$ cat config.mk
export PLATFORM = sky130hd
export DESIGN_NAME = comb_gates_4_input
export DESIGN_NICKNAME = d
export VERILOG_FILES = /design/src/rtl/comb_gates_4_input_pkg.sv /design/src/rtl/comb_gates_4_input.sv
export SDC_FILE = /design/constraint.sdc
export NUM_CORES = 1
export LEC_CHECK = 0
export BUFFER_PORTS_ARGS = -buffer_cell sky130_fd_sc_hd__buf_2
export CAP_MARGIN = 20
export CORE_AREA = 2 2 39 41
export DETAILED_ROUTE_END_ITERATION = 6
export DIE_AREA = 0 0 41 43
export GPL_TIMING_DRIVEN = 1
export PLACE_DENSITY_LB_ADDON = 0.1
export SETUP_SLACK_MARGIN = 0.4
export SKIP_CTS_REPAIR_TIMING = 1
export SLEW_MARGIN = 0
export SYNTH_ARGS = -nofsm -noshare
export SYNTH_HDL_FRONTEND = slang
export SYNTH_SLANG_ARGS = --single-unit
export TNS_END_PERCENT = 100
$ cat constraint.sdc
create_clock -name clk -period 0.8 [get_ports clk]
set_input_delay 0.08 -clock clk [delete_from_list [all_inputs] [get_ports clk]]
set_output_delay 0.08 -clock clk [all_outputs]
set_load 0.03 [all_outputs]
$ cat src/rtl/comb_gates_4_input_pkg.sv
// comb_gates_4_input_pkg: result bundle, reset value and reduction helper for the 4-input gate block
package comb_gates_4_input_pkg;
  typedef struct packed {
    logic g_and;
    logic g_nand;
    logic g_or;
    logic g_nor;
  } gates_t;
  localparam gates_t GATES_RST = '{g_and: 1'b0, g_nand: 1'b1, g_or: 1'b0, g_nor: 1'b1};
  function automatic gates_t reduce4(input logic [3:0] v);
    return '{g_and: &v, g_nand: ~&v, g_or: |v, g_nor: ~|v};
  endfunction
endpackage

$ cat src/rtl/comb_gates_4_input.sv
// comb_gates_4_input: AND/NAND/OR/NOR of four inputs, combinational plus registered copies
module comb_gates_4_input
  import comb_gates_4_input_pkg::*;
(
  input  logic clk,
  input  logic reset,
  input  logic in0,
  input  logic in1,
  input  logic in2,
  input  logic in3,
  output logic out_and,
  output logic out_nand,
  output logic out_or,
  output logic out_nor,
  output logic out_and_q,
  output logic out_nand_q,
  output logic out_or_q,
  output logic out_nor_q
);
  gates_t gates_d, gates_q;
  always_comb gates_d = reduce4({in3, in2, in1, in0});
  always_ff @(posedge clk)
    gates_q <= reset ? GATES_RST : gates_d;
  assign {out_and, out_nand, out_or, out_nor} = gates_d;
  assign {out_and_q, out_nand_q, out_or_q, out_nor_q} = gates_q;
endmodule

# Word-level counts from Yosys, hierarchy flattened
# Cells that the tools add are included.
[totals]
reg_bits = 4
latch_bits = 0
ramBits = 0
mem_bits_ro = 0
in_bits = 6
out_inout_bits = 8
n_memories = 0
[classes]
add_sub_neg = 0
multipliers = 0
div = 0
n_lt_le_gt_ge = 0
n_eq_ne = 0
shift = 0
muxes = 0
n_bitwise = 0
n_reduce_logical = 4
[op_table]
columns = ["cell", "count"]
rows = [
  ["$reduce_and 4->1", 1],
  ["$reduce_or 4->1", 1],
  ["$logic_not 1->1", 2],
]

# Logic depth before layout (Yosys ltp)
[logic_depth]
ltp_word = 2
depth_mapped = 2
depth_no_buf = 2

# Worst setup path before layout
# OpenSTA, ideal clock, no wires.
[synth_timing]
path_type = "input to output"
startpoint = "in in1"
endpoint = "out out_or"
arrival_ns = 0.904
required_time_ns = 0.720
path_slack_ns = -0.184
path_stages = 2
cell_sequence = "nor4_4 > inv_1"
[synth_via]
elab_chain_len = 1
[synth_lines]
columns = ["element", "line", "text"]
rows = [
  ["start: declaration", "comb_gates_4_input.sv:8", "input logic in1,"],
  ["$reduce_or 4->1", "comb_gates_4_input_pkg.sv:11", "return '{g_and: &v, g_nand: ~&v, g_or: |v, g_nor: ~|v};"],
  ["end: declaration", "comb_gates_4_input.sv:13", "output logic out_or,"],
]
# No other way between the ends.

# Worst setup path after layout
# Ends and elaborated chain as after synthesis.

==> results.cfg <==
[synthesis]
synthesis.area_um2 = 135
synth_top_area_share_pct = 59.3
ys_seq_area_share_pct = 59.3
syn_nets = 18
synth_area_leaders = dfxtp_1, nor4_4, or2_1, inv_1, nor2_1
async_reset_ff_share_pct = 0
synth.largest_area_cell = dfxtp_1
yosys-top-cells-count = dfxtp_1, inv_1, nor2_1, or2_1
synth_most_common_cell = dfxtp_1
synth_area_per_cell_um2 = 11.3
synth_edf_count = 0
synth-seq-cells = 4
synth.distinct_cells = 6
synth_ff_type = dfxtp_1
syn_inst = 12
synth_warnings = 0

[route]
drtAntennaViolNets = 0
wire_per_inst_um = 6.80
dr.pass1.iters = 1
vias = 145
drt-initial-drc-count = 0
drc = 0
wl_um = 313
vias_per_cell = 3.15

[hold_path]
hold_class = primary input to flip-flop
min_path_cells = 2

[floorplan]
fp.dieW_um = 41
die-height_um = 43
ioPinCount = 14
rows = 14
start_util_pct = 9.76
coreArea_mm2 = 0.00138
dieArea_mm2 = 0.00176

[setup_path]
end_kind = output port
critPathMostFrequentCell = buf_6
critPathBufInv = 3
critPathRequiredTime_ns = 0.72
path_cells = buf_6, nor4_4, inv_2, buf_6
startpoint_type = primary input
cp.arrival_ns = 0.72
crit_cells = 4
critPathMaxFanout = 3
path_class = primary input to output port
crit_slowest_cell = nor4_4
cp_slowest_stage_delay_ns = 0.34
crit_family = simple AND/OR/NAND/NOR gates

[global_route]
grt_usage_pct = 4.31
grt_pass1_wl_um = 441
grt_pass1_vias = 128
grt-ovfl-total = 0
grt_max_degree = 5
antenna_found_initial = 0

[sta]
final_hold_viol_count = 0
grt_setup_unrepaired = yes
fin_crit_sh_pct = 99.6
worst_pin_slew_ns = 0.296
holdWs_ns = 0.0588
finalMaxSlewViolations = 0
fmax_mhz = 1260
finalSetupViolCount = 0
period_minus_slack_ns = 0.796
maxSlewHeadroom_pct = 80.1
totalNegativeSetupSlack_ns = 0

[clock_tree]
htreeDepth = 1
clkSlewWorstSetupHoldPaths_ns = 0.03
cts_sinks = 4
numCtsBuffers = 3
cts_tree = done
clock_path_buffers = 2
cts_root_buf = clkbuf_4

[placed_design]
io_buffer_count = 13
placedCellCount = 42
gp_congestion = 0.515
place_area_um2 = 243
dpl.hpwl_um = 266

[final_layout]
area_growth_pct = 166
antenna_cells = 0
fin_area_um2 = 359
final_cells = 46
drive_above_1_share_pct = 83.3
final_nets = 38

[flow_run]
cap_violations = 0

[pwr]
powerDensity_mw_per_mm2 = 1530
finalPower_mw = 0.548
ir_drop_mv = 0.359
leakagePower_nw = 0.157

[run_status]
status = finished, final reports clean
## worst paths after layout
kind / startpoint / to / slack (ns)
min: reset / out_and_q$_SDFF_PP0_ / 0.06
max: in1 / out_or / 0.004
## metrics by stage
step	worst slack, ns	util, %
after CTS	-0.0662	19.2
after detailed placement	-0.0645	17.5
after global placement	-0.0495	17.5
after global routing	-0.0228	25.9
after floorplan	-0.103	-
final	0.00360	25.9
## metal layers
metal | part of all wire, % | GRT usage [%] | up-vias
met1 | 29 | 3.83 | 61
met3 | 14 | 0 | 0
li1 | - | - | 74
met4 | 0 | 10.0 | 0
met2 | 57 | 5.00 | 10
met5 | 0 | 0 | -
## placed cells by master, fill, tap and decap left out, drive strengths merged
master	n
clkbuf	3
or2	2
nand4	1
nor4	1
inv	2
dfxtp	4
nor2	2
buf	15
## where the power goes
| part | total (mW) | internal [mW] | switching (mW) |
|---|---|---|---|
| sequential | 0.204 | 0.201 | 0.00313 |
| clock | 0.235 | 0.167 | 0.0681 |
| combinational | 0.109 | 0.0565 | 0.0521 |
| total | 0.548 | 0.424 | 0.123 |
## sequential cells by signal, indices dropped and copies added, names as in the netlist
name / flops
out_nand_q: 1
out_and_q: 1
out_nor_q: 1
out_or_q: 1
## cells by family (layout without fill, tap and decap cells)
kind of cell           after synthesis  count (layout)  synth area share, %
flip-flops                           4               4                 59.3
AND/OR/NAND/NOR                      6               6                 35.2
buffers and inverters                2              20                 5.56
## cell type report
class                           count  area (um2)
Tap cell                           16        20.0
Sequential cell                     4        95.1
Inverter                            2        7.51
Clock buffer                        3        22.5
Multi-Input combinational cell      6        55.1
Fill cell                         152        1020
Timing Repair Buffer               15         159
(Power assumes the default switching activity.)
